<file path="src/rtl/serial_adder.sv">
// serial_adder: bit-serial WIDTH-bit adder built from a single full-adder cell and a
// carry flip-flop. Operands are consumed LSB-first, one bit per clock, and the result
// is collected in a right-shifting sum register.
//
// Optional build macro: SERIAL_SUB_EN
//   When defined, adds input `sub`. With sub=1 the cell becomes a full subtractor
//   (a - b - cin, cin acting as borrow-in, cout reporting the final borrow).
//   Otherwise the block is adder-only and `sub` does not exist.
//
// Ports:
//   clk    in   rising-edge clock
//   rst_n  in   synchronous active-low reset
//   start  in   operation request, sampled only while idle
//   a, b   in   WIDTH-bit operands, latched when start is accepted
//   cin    in   carry-in (borrow-in when subtracting), latched with the operands
//   sub    in   (SERIAL_SUB_EN only) select subtraction, latched with the operands
//   busy   out  high during the WIDTH bit-processing cycles
//   done   out  one-cycle pulse; sum/cout are final
//   sum    out  result, held until the next accepted start
//   cout   out  final carry (or borrow), held with sum

module serial_adder #(
    parameter int unsigned WIDTH = 8
) (
    input  logic             clk,
    input  logic             rst_n,
    input  logic             start,
    input  logic [WIDTH-1:0] a,
    input  logic [WIDTH-1:0] b,
    input  logic             cin,
`ifdef SERIAL_SUB_EN
    input  logic             sub,
`endif
    output logic             busy,
    output logic             done,
    output logic [WIDTH-1:0] sum,
    output logic             cout
);

    localparam int unsigned CntW = $clog2(WIDTH);

    if (WIDTH < 2 || WIDTH > 32) begin : g_width_check
        $error("serial_adder: WIDTH must be in 2..32");
    end

    typedef enum logic [1:0] {
        StIdle = 2'd0,
        StRun  = 2'd1,
        StDone = 2'd2
    } state_e;

    state_e            state_q, state_d;
    logic [WIDTH-1:0]  a_q, a_d;
    logic [WIDTH-1:0]  b_q, b_d;
    logic [WIDTH-1:0]  sum_q, sum_d;
    logic              carry_q, carry_d;
    logic              cout_q, cout_d;
    logic [CntW-1:0]   cnt_q, cnt_d;
    logic              last_bit;

    // Full-adder / full-subtractor cell.
    logic              cell_a;
    logic              cell_b;
    logic              cell_s;
    logic              cell_c_next;

`ifdef SERIAL_SUB_EN
    logic              sub_q, sub_d;
`endif

    assign cell_a   = a_q[0];
    assign cell_b   = b_q[0];
    assign cell_s   = cell_a ^ cell_b ^ carry_q;
    assign last_bit = (cnt_q == CntW'(WIDTH - 1));

`ifdef SERIAL_SUB_EN
    // Difference bit equals the sum bit; only the carry/borrow term differs.
    always_comb begin
        if (sub_q) begin
            cell_c_next = (~cell_a & cell_b) | (~cell_a & carry_q) | (cell_b & carry_q);
        end else begin
            cell_c_next = (cell_a & cell_b) | (cell_a & carry_q) | (cell_b & carry_q);
        end
    end
`else
    assign cell_c_next = (cell_a & cell_b) | (cell_a & carry_q) | (cell_b & carry_q);
`endif

    // Next-state and datapath.
    always_comb begin
        state_d = state_q;
        a_d     = a_q;
        b_d     = b_q;
        sum_d   = sum_q;
        carry_d = carry_q;
        cout_d  = cout_q;
        cnt_d   = cnt_q;
`ifdef SERIAL_SUB_EN
        sub_d   = sub_q;
`endif

        unique case (state_q)
            StIdle: begin
                if (start) begin
                    a_d     = a;
                    b_d     = b;
                    carry_d = cin;
                    cnt_d   = '0;
`ifdef SERIAL_SUB_EN
                    sub_d   = sub;
`endif
                    state_d = StRun;
                end
            end

            StRun: begin
                // Result enters at the MSB, so after WIDTH shifts bit 0 is the LSB.
                sum_d   = {cell_s, sum_q[WIDTH-1:1]};
                a_d     = a_q >> 1;
                b_d     = b_q >> 1;
                carry_d = cell_c_next;
                if (last_bit) begin
                    cout_d  = cell_c_next;
                    // Explicit wrap: WIDTH need not be a power of two.
                    cnt_d   = '0;
                    state_d = StDone;
                end else begin
                    cnt_d = cnt_q + CntW'(1);
                end
            end

            StDone: begin
                state_d = StIdle;
            end

            default: begin
                state_d = StIdle;
            end
        endcase
    end

    always_ff @(posedge clk) begin
        if (!rst_n) begin
            state_q <= StIdle;
            a_q     <= '0;
            b_q     <= '0;
            sum_q   <= '0;
            carry_q <= 1'b0;
            cout_q  <= 1'b0;
            cnt_q   <= '0;
`ifdef SERIAL_SUB_EN
            sub_q   <= 1'b0;
`endif
        end else begin
            state_q <= state_d;
            a_q     <= a_d;
            b_q     <= b_d;
            sum_q   <= sum_d;
            carry_q <= carry_d;
            cout_q  <= cout_d;
            cnt_q   <= cnt_d;
`ifdef SERIAL_SUB_EN
            sub_q   <= sub_d;
`endif
        end
    end

    assign busy = (state_q == StRun);
    assign done = (state_q == StDone);
    assign sum  = sum_q;
    assign cout = cout_q;

endmodule
</file>
<file path="config.mk">
export PLATFORM = sky130hd
export DESIGN_NAME = serial_adder
export DESIGN_NICKNAME = d
export VERILOG_FILES = /design/src/rtl/serial_adder.sv
export SDC_FILE = /design/constraint.sdc
export NUM_CORES = 1
export LEC_CHECK = 0
export ABC_AREA = 1
export BUFFER_PORTS_ARGS = -buffer_cell sky130_fd_sc_hd__buf_2
export CAP_MARGIN = 25
export CORE_ASPECT_RATIO = 2
export CORE_UTILIZATION = 40
export DETAILED_ROUTE_END_ITERATION = 10
export PLACE_DENSITY = 0.62
export SETUP_SLACK_MARGIN = 0.15
export SLEW_MARGIN = 20
export SYNTH_ARGS = -nofsm -noshare
export SYNTH_HDL_FRONTEND = slang
export SYNTH_SLANG_ARGS = --single-unit
</file>
<file path="constraint.sdc">
create_clock -name clk -period 1.2 [get_ports clk]
set_input_delay 0 -clock clk [delete_from_list [all_inputs] [get_ports clk]]
set_output_delay 0 -clock clk [all_outputs]
set_load 0.02 [all_outputs]
</file>
==> Word level (Yosys, flattened, before mapping) <==
Cells that the tools add are included.
{ "totals": {"register_bits": 31, "input_bits": 20, "output_inout_bits": 11, "word_cells": 37} }
{ "op_classes": {"add_sub_neg": 1, "n_eq_ne": 5, "mux": 12, "bitwise_logic": 7, "reduce_logical": 5} }
{ "op_table": {"columns": ["operator", "count"], "rows": [
  ["$pmux 8 s2", 2],
  ["$mux 8", 2],
  ["$mux 3", 2],
  ["$pmux 3 s2", 1],
  ["$reduce_and 2->1", 3],
  ["$mux 2", 2],
  ["$pmux 2 s2", 1],
  ["$add 3x1->3 const B", 1],
  ["$and 1x1->1", 3],
  ["$eq 3x3->1 const B", 1],
  ["$eq 2x1->1 const B", 1],
  ["$eq 2x2->1 const B", 1],
  ["$logic_not 2->1", 1],
  ["$ne 2x1->1 const B", 1],
  ["$ne 2x2->1 const B", 1],
  ["$or 1x1->1", 2],
  ["$pmux 1 s2", 1],
  ["$reduce_bool 2->1", 1],
  ["$xor 1x1->1", 2],
  ["$mux 1", 1]
]} }

==> Logic depth before layout (Yosys ltp) <==
Gate-level depths: netlist of the first run.
{ "logic_depth": {"ltp_word": 4, "mapped_depth": 7, "mapped_depth_nobuf": 7} }

==> Worst setup path before layout of the first run <==
Ideal clock, no wire load.
{ "synth_timing": {"kind": "register to register", "from": "register a_q[0]", "to": "register carry_q", "setup_time_ns": 0.111, "t_arrival_ns": 0.971, "slack_ns": 0.117, "path_stages_with_launch": 6, "synth_period_minus_slack_ns": 1.083, "cell_sequence": "dfxtp_1 > fa_1 > nand3_1 > nand2_1 > nor2_1 > nor2_1"} }
{ "synth_via": {"elab_chain_cells": 4, "elab_cells_between_ends": 5, "cone_classes": "mux: 1; bitwise: 4"} }
{ "synth_lines": {"columns": ["element", "line", "source"], "rows": [
  ["from (decl)", "53", "logic [WIDTH-1:0] a_q, a_d;"],
  ["from (signal assigned)", "145", "a_q <= '0;"],
  ["from (signal assigned)", "156", "a_q <= a_d;"],
  ["$and 1x1->1", "86", "assign cell_c_next = (cell_a & cell_b) | (cell_a & carry_q) | (cell_b & carry_q);"],
  ["$or 1x1->1 (*) (2 in a row)", "86", null],
  ["net cell_c_next", "65", "logic cell_c_next;"],
  ["$pmux 1 s2 (*)", "102", "unique case (state_q)"],
  ["to (signal assigned)", "159", "carry_q <= carry_d;"],
  ["to (decl)", "56", "logic carry_q, carry_d;"]
]} }
Mark *: on every way through the listed nets, which the timed path passes. The rest lies on a longest branch.
A chain may end at the register's enable or synchronous reset.

==> Final worst setup path of the first run <==
{ "layout_timing": {"from": "register state_q[0]", "to": "output busy"} }
{ "layout_via": {"elab_chain_cells": 1} }
{ "layout_lines": {"columns": ["element", "line", "source"], "rows": [
  ["from (decl)", "52", "state_e state_q, state_d;"],
  ["from (signal assigned)", "144", "state_q <= StIdle;"],
  ["from (signal assigned)", "155", "state_q <= state_d;"],
  ["$eq 2x1->1", "168", "assign busy = (state_q == StRun);"],
  ["to (decl)", "34", "output logic busy,"]
]} }
Every way passes these cells.

==> key figures, run 1 <==
Worst setup path
  • Crit path launch type: flip-flop
  • Reg2reg start: state_q[0]
  • Crit path DAT: roughly 1.1 ns
  • CP Cell Sequence: buf_4 -> inv_4 -> nor2_4 -> buf_6 -> buf_6
  • CP delay by family, top: buffers and inverters
  • Worst Setup SP: state_q[0]
  • Slowest-stage cell, CP: dfxtp_4
  • Biggest fanout along the worst timing path: 2
  • Critical Path Max Stage Delay: between 0.3 and 0.4 ns
  • Critical path class: flip-flop to output pin
  • Last element of the critical path: busy
  • WP depth: 5
  • CP dominant cell by count: buf_6
  • FF-to-FF path depth: 6
  • R2R Setup Slk: around 0.080 ns
  • Crit. End Element: output pin
  • Worst R2R End: a_q[0]
  • Worst Path Required: between 1 and 1.5 ns
  • Worst path bufs/invs: 4

Power
  • Power density cells: between 1000 and 1500 mW/mm^2
  • Leak: roughly 1.0 nW
  • Net switching share of the total power: 0.269
  • Clock group share of total power: 0.389
  • Worst vdd ir: ~0.0011 V
  • Switching pwr: 0.746 mW
  • Internal: 2.02 mW
  • Seq pwr share: 0.420
  • Comb pwr share: 0.191
  • Power Total: approximately 2.8 mW

Synthesis
  • Register area share after synthesis: 0.425
  • Post-Syn Nets: about 250
  • Post-Synth Adder-Cell Area: 0.0308
  • Compound-gate portion of the synthesized area: 0.0557
  • Post-synthesis area per instance: approximately 6.5 sq um
  • Mux share of post-synthesis cell area: 0
  • Count of state elements after synthesis: 31
  • Unique cell type count in the Yosys netlist: 17
  • Syn Inst Count: roughly 220
  • Synth Area in XOR/XNOR: 0
  • Largest family of logic cells by synthesized area: simple AND/OR/NAND/NOR gates
  • Synthesis Warnings: 0
  • Area of the mapped netlist: about 0.0015 sq mm
  • Synth Area in Simple Gates: 0.389

STA
  • Slew HR: 0.842
  • Setup ws final: approximately 0.074 ns
  • RSZ-0062 raised after global routing: yes
  • Final Hold Fails: 0
  • Worst slew pin tran: about 0.24 ns
  • Final setup viols: 0
  • Clk_skew: 0.00705 ns
  • Final min period: about 1.1 ns
  • Max-slew violations: 0
  • FMAX: between 800 and 900 MHz
  • Final period utilization: 0.938

Route
  • Avg Vias per Cell: 4.59
  • Via count: around 1500
  • First drt pass iteration count: 4
  • Post-Route WL: ~3400 um
  • Final ANT Viol Nets: 0
  • Remaining DRCs: 0
  • WL/cell: between 10 and 15 um
  • Initial DRC count: 30

GRT
  • Grt total ovfl: 0
  • Initial antenna violation count: 0
  • Global-route wire length before repair: 5740 um
  • Largest net degree at the start of global routing: 29
  • Vias in the first global route: between 1000 and 1500
  • GR Util All Layers: 0.198

Floorplan
  • Initial core utilization: 0.423
  • FP Rows: 30
  • Die H: 87.5 um
  • Core area: about 0.0035 sq mm
  • Die span in x: between 40 and 50 um
  • Die area: 0.00391 sq mm
  • I/O pins: 31

Cells and area
  • Layout Nets: ~290
  • Layout cells sized above 1: 0.275
  • Leading cell type in the layout, fill and taps excluded: nand2_1
  • Layout area overhead: 37.8%
  • ANT cells: 0
  • Commonest non-fill, non-tap cells in the layout: 69 x nand2_1, 46 x nor2_1, 28 x buf_2
  • # fillers: 366

Worst hold path
  • HP Class: input port to flip-flop
  • Hold wc startpoint: a[6]

Clock tree
  • Max clock buf depth: 2
  • Htree depth: 2
  • Clock Sink Count: 31
  • CTS Root Cell: clkbuf_8
  • CTS tree: yes
  • Clock buffer count from CTS: 5
  • Clock latency on the worst-skew pair: roughly 0.28 ns
  • Clock Pin Slew Worst Setup and Hold Paths: ~0.070 ns

Placement
  • Final Wtd Congestion: roughly 0.72
  • Post-DP HPWL: 2190 um
  • DP Worst Slack: roughly 0.085 ns
  • I/O Buffers: 30

Run status
  • Status: completed

Job
  • Max-cap viol count: 0
-- cell usage after synthesis --
| master | number | area, sq um |
|---|---|---|
| nand2_1 | 73 | 274 |
| nor2_1 | 51 | 191 |
| dfxtp_1 | 31 | 621 |
| inv_1 | 19 | 71.3 |
| nand3_1 | 18 | 90.1 |
| o21ai_0 | 8 | 40.0 |
| buf_4 | 6 | 45.0 |
| a21oi_1 | 5 | 25.0 |
| buf_2 | 3 | 15.0 |
| clkbuf_1 | 2 | 7.51 |
| ha_1 | 2 | 25.0 |
| buf_1 | 1 | 3.75 |
| fa_1 | 1 | 20.0 |
| inv_2 | 1 | 3.75 |
| nand4_1 | 1 | 6.26 |
| nor2_2 | 1 | 6.26 |
| o21ai_4 | 1 | 16.3 |
-- power by group through the flow --
stage | logic (mW) | registers [mW] | clock network, mW
after floorplan | 0.290 | 1.20 | 0
after global placement | 0.439 | 1.18 | 0
after detailed placement | 0.445 | 1.19 | 0
after CTS | 0.484 | 1.16 | 1.09
after global routing | 0.600 | 1.17 | 1.15
final | 0.529 | 1.16 | 1.08
-- state kept, by name (all words and copies together), names as in the netlist --
| register | flops |
|---|---|
| sum | 8 |
| cnt_q | 3 |
| state_q | 2 |
| carry_q | 1 |
| a_q | 8 |
| b_q | 8 |
| cout | 1 |
-- routing by layer --
metal | vias up | wire [um] | track usage
met2 | 28 | 1850 | 0.341
met1 | 652 | 1400 | 0.218
met4 | 0 | 81 | 0.0992
li1 | 769 | - | -
met3 | 7 | 120 | 0.0456
met5 | - | 0 | 0
-- metrics by stage --
stage	cells	hold slack [ns]	setup TNS [ns]	cell area [sq um]	util
after floorplan	224	0.147	0	1470	-
after global placement	299	0.275	0	1700	0.491
after detailed placement	299	0.280	0	1700	0.491
after CTS	315	0.0144	0	1930	0.560
after global routing	317	0.0241	-0.00123	2010	0.583
final	317	0.0151	0	2010	0.583
-- worst min path at each step --
stage                            end  slack (ns)  depth (start not counted)
after CTS                     a_q[2]        0.01                          5
after global placement        b_q[7]        0.28                          3
final                         a_q[6]        0.02                          5
after global routing          a_q[5]        0.02                          5
after detailed placement      a_q[7]        0.28                          3
after floorplan           state_q[0]        0.15                          2
-- kinds of logic (layout without fill, tap and decap cells) --
logic type                 count (synthesis)  count (layout)
DFF                                       31              31
adders and majority gates                  3               3
buffers and inverters                     32              77
AOI/OAI and AO/OA                         14              14
and+or+nand+nor                          144             144
-- final cells by class --
cell class              instances  area (sq um)  area share
inverters                      20          82.6      0.0410
repair buffers                 49           392       0.194
multi-input cells             161           732       0.363
well taps                      48          60.1      0.0298
flip-flops and latches         31           631       0.313
clock buffers                   6          82.6      0.0410
clock inverters                 2          35.0      0.0174
-- repair_timing --
item	CTS	global route
hold buffers	2	0
pin swaps	1	4
setup buffers	6	1
hold endpoints to repair	2	0
resized for setup	16	22
gates cloned	0	1
endpoints found under the setup margin	28	30
-- worst reg2reg max path, cell delays in order (launching register included) --
cell and delay, ns:
dfxtp_4 0.35, buf_12 0.13, o21ai_4 0.20, buf_6 0.18, nand2_2 0.05, nand2_1 0.07
nor2_1 0.05
Power figures use the tool's default switching activity.
==> run 2, diff against run 1 <==
--- a/config.mk
+++ b/config.mk
@@ -11,7 +11,7 @@
 export CORE_ASPECT_RATIO = 2
 export CORE_UTILIZATION = 40
 export DETAILED_ROUTE_END_ITERATION = 10
-export PLACE_DENSITY = 0.62
+export PLACE_DENSITY = 0.6
 export SETUP_SLACK_MARGIN = 0.15
 export SLEW_MARGIN = 20
 export SYNTH_ARGS = -nofsm -noshare
==> constraint.sdc (replaced) <==
create_clock -name clk -period 1.1 [get_ports clk]
set_input_delay 0 -clock clk [delete_from_list [all_inputs] [get_ports clk]]
set_output_delay 0 -clock clk [all_outputs]
set_load 0.02 [all_outputs]
==> key figures, run 2 (synthesis results as in run 1) <==
Run status
  • Status: complete, but fails checks (was completed)
  • Failing checks: setup timing

Cells and area
  • Design area: 0.00207 sq mm (was 0.00201 sq mm)
  • Layout cells sized above 1: 0.305 (was 0.275)
  • Layout area overhead: 41.5% (was 37.8%)
  • # fillers: 373 (was 366)
  • Layout Nets: 291 (unchanged)
  • Leading cell type in the layout, fill and taps excluded: nand2_1 (unchanged)
  • Commonest non-fill, non-tap cells in the layout: 63 x nand2_1, 49 x nor2_1, 28 x buf_2 (was 69 x nand2_1, 46 x nor2_1, 28 x buf_2)
  • ANT cells: 0 (unchanged)

STA
  • Worst slew pin tran: 0.199 ns (was 0.237 ns)
  • FMAX: 907 MHz
  • Final Hold Fails: 0 (unchanged)
  • Clk_skew: 0.00394 ns (was 0.00705 ns)
  • Final setup viols: 5 (was 0)
  • Final min period: ~1.1 ns
  • Slew HR: 0.867 (was 0.842)
  • Setup ws final: -0.00207 ns (was 0.0745 ns)
  • Setup TNS: -0.00710 ns (was 0 ns)
  • Hold slack: 0.0181 ns (was 0.0151 ns)
  • RSZ-0062 raised after global routing: yes (unchanged)
  • Final period utilization: 1.00
  • Max-slew violations: 0 (unchanged)

Job
  • Max-cap viol count: 0 (unchanged)

Clock tree
  • Max clock buf depth: 2 (unchanged)
  • CTS Root Cell: clkbuf_8 (unchanged)
  • Clock Pin Slew Worst Setup and Hold Paths: 0.07 ns (about the same)
  • Htree depth: 2 (unchanged)
  • Clock Sink Count: 31 (unchanged)
  • Clock latency on the worst-skew pair: 0.28 ns (about the same)
  • CTS tree: yes (unchanged)
  • Clock buffer count from CTS: 5 (unchanged)

Worst setup path
  • Critical Path Max Stage Delay: 0.37 ns (was 0.36 ns)
  • Crit path launch type: flip-flop (unchanged)
  • Critical path class: flip-flop to flip-flop (was flip-flop to output pin)
  • Biggest fanout along the worst timing path: 19 (was 2)
  • CP dominant cell by count: nand2_1 (was buf_6)
  • CP Cell Sequence: buf_6 -> o21ai_4 -> buf_12 -> nand2_1 -> nand2_1 -> nor2_1 (was buf_4 -> inv_4 -> nor2_4 -> buf_6 -> buf_6)
  • Worst Path Required: 1.28 ns (was 1.20 ns)
  • Crit. End Element: flip-flop (was output pin)
  • Crit path DAT: 1.28 ns (was 1.13 ns)
  • Slowest-stage cell, CP: dfxtp_4 (unchanged)

Power
  • Internal: 2.21 mW (was 2.02 mW)
  • Power density cells: 1450 mW/mm^2 (was 1370 mW/mm^2)
  • Switching pwr: 0.798 mW (was 0.746 mW)
  • Leak: 1.02 nW (was 1.01 nW)
  • Comb pwr share: 0.190 (was 0.191)
  • Net switching share of the total power: 0.266 (was 0.269)
  • Power Total: 3.00 mW (was 2.77 mW)
  • Clock group share of total power: 0.387 (was 0.389)
  • Seq pwr share: 0.423 (was 0.420)
  • Worst vdd ir: 0.000995 V (was 0.00115 V)

Route
  • Initial DRC count: 21 (was 30)
  • Remaining DRCs: 0 (unchanged)
  • First drt pass iteration count: 6 (was 4)
  • Via count: 1432 (was 1456)
  • Final ANT Viol Nets: 0 (unchanged)
  • Post-Route WL: 3260 um (was 3450 um)
  • WL met2: 1770 um (was 1850 um)
  • WL/cell: 10.3 um (was 10.9 um)
  • Avg Vias per Cell: 4.52 (was 4.59)
  • Met3 routed WL: 109 um (was 120 um)
  • Top sig layer: met4 (unchanged)
  • Met1 WL: 1310 um (was 1400 um)

GRT
  • Global-route wire length before repair: 5590 um (was 5740 um)
  • Largest net degree at the start of global routing: 24 (was 29)
  • Grt total ovfl: 0 (unchanged)
  • Initial antenna violation count: 0 (unchanged)
  • Vias in the first global route: 1351 (was 1386)
  • GR Util All Layers: 0.192 (was 0.198)

Floorplan
  • Initial core utilization: 0.423 (unchanged)
  • Die H: 87.5 um (unchanged)
  • Die span in x: 44.7 um (unchanged)
  • FP Rows: 30 (unchanged)
  • Die area: 0.00391 sq mm (unchanged)
  • Core area: 0.00345 sq mm (unchanged)
  • I/O pins: 31 (unchanged)

Placement
  • I/O Buffers: 30 (unchanged)
  • Placement Cell Area: 0.00172 sq mm (was 0.00170 sq mm)
  • Final Wtd Congestion: 0.754 (was 0.723)
  • Post-DP HPWL: 2170 um (was 2190 um)
  • DP Worst Slack: 0.0233 ns (was 0.0854 ns)

Worst hold path
  • HP Class: input port to flip-flop (unchanged)
==> run 2: cell types whose count changed in the layout (fill, tap and decap cells not counted), sizes merged <==
cell    before  now
buf         46   47
clkbuf       7    6
==> run 2: area by class of cell <==
cell class	count	area, sq um	share of cell area
repair buffers	49	390	0.189
well taps	48	60.1	0.0290
flip-flops and latches	31	633	0.306
multi-input cells	161	785	0.379
inverters	20	82.6	0.0399
clock buffers	6	82.6	0.0399
clock inverters	2	35.0	0.0169
==> run 2: final timing paths <==
path	startpoint	to	slack (ns)	cells past startpoint
hold / removal	start	state_q[0]	0.02	3
setup / recovery	state_q[0]	b_q[6]	-0.002	6
setup reg to reg	state_q[0]	b_q[6]	-0.002	6
hold reg to reg	b_q[7]	b_q[7]	0.47	2
==> run 2: layer usage <==
metal	up-vias	global-route usage
met3	6	0.0394
met1	629	0.199
met2	27	0.344
li1	770	-
met5	-	0
met4	0	0.0992
==> run 2: per-stage QoR <==
step | cells | util
6_report | 317 | 0.599
4_1_cts | 313 | 0.580
2_1_floorplan | 224 | -
5_1_grt | 317 | 0.599
3_5_place_dp | 298 | 0.499
3_3_place_gp | 298 | 0.499
==> run 2: what timing repair did <==
| action | CTS | global route |
|---|---|---|
| hold buffers | 2 | 0 |
| pin swaps | 8 | 2 |
| gates cloned | 0 | 0 |
| hold endpoints to repair | 2 | 0 |
| resized for setup | 30 | 9 |
| setup endpoints to repair | 33 | 32 |
| setup buffers | 5 | 4 |
==> run 2: critical path, delay by kind of cell, from the launching register on <==
kind	cells	cell delay, ns
flops	1	0.37
compound gates	1	0.18
simple gates	3	0.15
buf+inv	2	0.30
==> run 2: power groups by stage <==
stage | clock, mW | sequential [mW] | combinational, mW
after floorplan | 0 | 1.32 | 0.337
after global placement | 0 | 1.30 | 0.485
after detailed placement | 0 | 1.30 | 0.488
after CTS | 1.20 | 1.27 | 0.545
after global routing | 1.24 | 1.28 | 0.651
final | 1.16 | 1.27 | 0.572
==> run 3, diff against run 2 <==
==> constraint.sdc (replaced) <==
create_clock -name clk -period 1.3 [get_ports clk]
set_input_delay 0 -clock clk [delete_from_list [all_inputs] [get_ports clk]]
set_output_delay 0 -clock clk [all_outputs]
set_load 0.02 [all_outputs]
==> key figures, run 3 (synthesis results as in run 1) <==
Floorplan
  • Die span in x: 44.7 um (unchanged)
  • Core area: 0.00345 sq mm (unchanged)
  • Die H: 87.5 um (unchanged)
  • Initial core utilization: 0.423 (unchanged)
  • I/O pins: 31 (unchanged)
  • Die area: 0.00391 sq mm (unchanged)
  • FP Rows: 30 (unchanged)

Worst setup path
  • Critical Path Max Stage Delay: 0.55 ns (was 0.37 ns)
  • CP delay by family, top: adder cells (was flip-flops)
  • Worst Path Required: 1.52 ns (was 1.28 ns)
  • Crit. End Element: flip-flop (unchanged)
  • Biggest fanout along the worst timing path: 2 (was 19)
  • Critical path class: flip-flop to flip-flop (unchanged)
  • Worst path bufs/invs: 0 (was 2)
  • Crit path launch type: flip-flop (unchanged)
  • Slowest-stage cell, CP: fa_2 (was dfxtp_4)
  • Crit path DAT: 1.31 ns (was 1.28 ns)
  • CP Cell Sequence: fa_2 -> o21ai_1 -> nor2_1 (was buf_6 -> o21ai_4 -> buf_12 -> nand2_1 -> nand2_1 -> nor2_1)

Worst hold path
  • HP Class: input port to flip-flop (unchanged)

STA
  • Final setup viols: 0 (was 5)
  • Final min period: 1.09 ns (was 1.10 ns)
  • Final Hold Fails: 0 (unchanged)
  • FMAX: 917 MHz (was 907 MHz)
  • RSZ-0062 raised after global routing: yes (unchanged)
  • Slew HR: 0.804 (was 0.867)
  • Setup TNS: 0 ns (was -0.00710 ns)
  • Clk_skew: 0.00465 ns (was 0.00394 ns)
  • Final period utilization: 0.839 (was 1.00)
  • Max-slew violations: 0 (unchanged)
  • Worst slew pin tran: 0.294 ns (was 0.199 ns)

Cells and area
  • ANT cells: 0 (unchanged)
  • Leading cell type in the layout, fill and taps excluded: nand2_1 (unchanged)
  • Layout Nets: 287 (was 291)
  • Commonest non-fill, non-tap cells in the layout: 73 x nand2_1, 51 x nor2_1, 28 x buf_2 (was 63 x nand2_1, 49 x nor2_1, 28 x buf_2)
  • Layout area overhead: 27.8% (was 41.5%)
  • Layout cells sized above 1: 0.231 (was 0.305)

Power
  • Power Total: 2.40 mW (was 3.00 mW)
  • Clock group share of total power: 0.378 (was 0.387)
  • Power density cells: 1290 mW/mm^2 (was 1450 mW/mm^2)
  • Seq pwr share: 0.448 (was 0.423)
  • Comb pwr share: 0.174 (was 0.190)
  • Net switching share of the total power: 0.264 (was 0.266)
  • Switching pwr: 0.633 mW (was 0.798 mW)
  • Internal: 1.77 mW (was 2.21 mW)
  • Worst vdd ir: 0.000917 V (was 0.000995 V)
  • Leak: 0.950 nW (was 1.02 nW)

GRT
  • GR Util All Layers: 0.196 (was 0.192)
  • M1 GR Usage: 0.201 (was 0.199)
  • Initial antenna violation count: 0 (unchanged)
  • Met3 usage: 0.0436 (was 0.0394)
  • Grt peak-use layer: met2 (unchanged)
  • Global-route wire length before repair: 5600 um (was 5590 um)
  • GR Util met2: 0.352 (was 0.344)
  • Vias in the first global route: 1346 (was 1351)
  • Largest net degree at the start of global routing: 19 (was 24)
  • Grt total ovfl: 0 (unchanged)

Placement
  • I/O Buffers: 30 (unchanged)
  • Post-DP HPWL: 2280 um (was 2170 um)
  • Final Wtd Congestion: 0.739 (was 0.754)

Clock tree
  • Clock Pin Slew Worst Setup and Hold Paths: 0.06 ns (was 0.07 ns)
  • Clock Sink Count: 31 (unchanged)
  • Htree depth: 2 (unchanged)
  • CTS Root Cell: clkbuf_8 (unchanged)
  • Clock latency on the worst-skew pair: 0.28 ns (about the same)
  • Clock buffer count from CTS: 5 (unchanged)
  • CTS tree: yes (unchanged)
  • Max clock buf depth: 2 (unchanged)

Route
  • Post-Route WL: 3130 um (was 3260 um)
  • Remaining DRCs: 0 (unchanged)
  • Avg Vias per Cell: 4.47 (was 4.52)
  • Final ANT Viol Nets: 0 (unchanged)
  • Initial DRC count: 34 (was 21)
  • Via count: 1395 (was 1432)
  • WL/cell: 10.0 um (was 10.3 um)
  • First drt pass iteration count: 4 (was 6)

Run status
  • Status: completed (was complete, but fails checks)

Job
  • Max-cap viol count: 0 (unchanged)
## run 3: final cells by class
type                            count  area [sq um]
Sequential cell                    31           632
Timing Repair Buffer               45           284
Multi-Input combinational cell    161           709
Clock buffer                        6          72.6
Tap cell                           48          60.1
Clock inverter                      1          30.0
Fill cell                         371          1590
Inverter                           20          80.1
## run 3: layer usage
| layer | share of wire | vias to the layer above |
|---|---|---|
| li1 | - | 761 |
| met1 | 0.42 | 599 |
| met2 | 0.52 | 30 |
| met3 | 0.035 | 5 |
| met4 | 0.023 | 0 |
| met5 | 0 | - |
## run 3: what timing repair did
action	4_1_cts	5_1_grt
setup endpoints to repair	10	26
pin swaps	1	1
endpoints found under the hold margin	2	0
hold buffers	2	0
gates resized for setup	5	15
setup buffers	1	0
## run 3: worst min-delay path, stage by stage
cell     delay (ns)
buf_2          0.14
nand2_1        0.07
a21oi_1        0.05
## run 3: path summary, 6_finish.rpt
check | start | endpoint | slack (ns) | depth (start not counted)
worst max-delay path | a_q[0] | sum[7] | 0.21 | 3
worst min-delay path | start | state_q[0] | 0.01 | 3
worst max register to register | a_q[0] | sum[7] | 0.21 | 3
worst min register to register | b_q[7] | b_q[7] | 0.46 | 2
## run 3: power by group through the flow
| stage | combinational, mW | clock (mW) | sequential (mW) |
|---|---|---|---|
| finish | 0.418 | 0.908 | 1.07 |
| global route | 0.484 | 0.963 | 1.08 |
| CTS | 0.417 | 0.930 | 1.08 |
| detailed placement | 0.401 | 0 | 1.10 |
| global placement | 0.397 | 0 | 1.10 |
| floorplan | 0.262 | 0 | 1.11 |
## run 3: through the flow
stage | hold slack, ns | util | cell area (sq um) | worst slack (ns) | cells
6_report | 0.0115 | 0.541 | 1870 | 0.210 | 312
5_1_grt | 0.0327 | 0.541 | 1870 | 0.150 | 312
4_1_cts | 0.00906 | 0.531 | 1830 | 0.138 | 312
3_5_place_dp | 0.280 | 0.489 | 1690 | 0.136 | 302
3_3_place_gp | 0.274 | 0.489 | 1690 | 0.158 | 302
2_1_floorplan | 0.147 | - | 1460 | 0.217 | 224
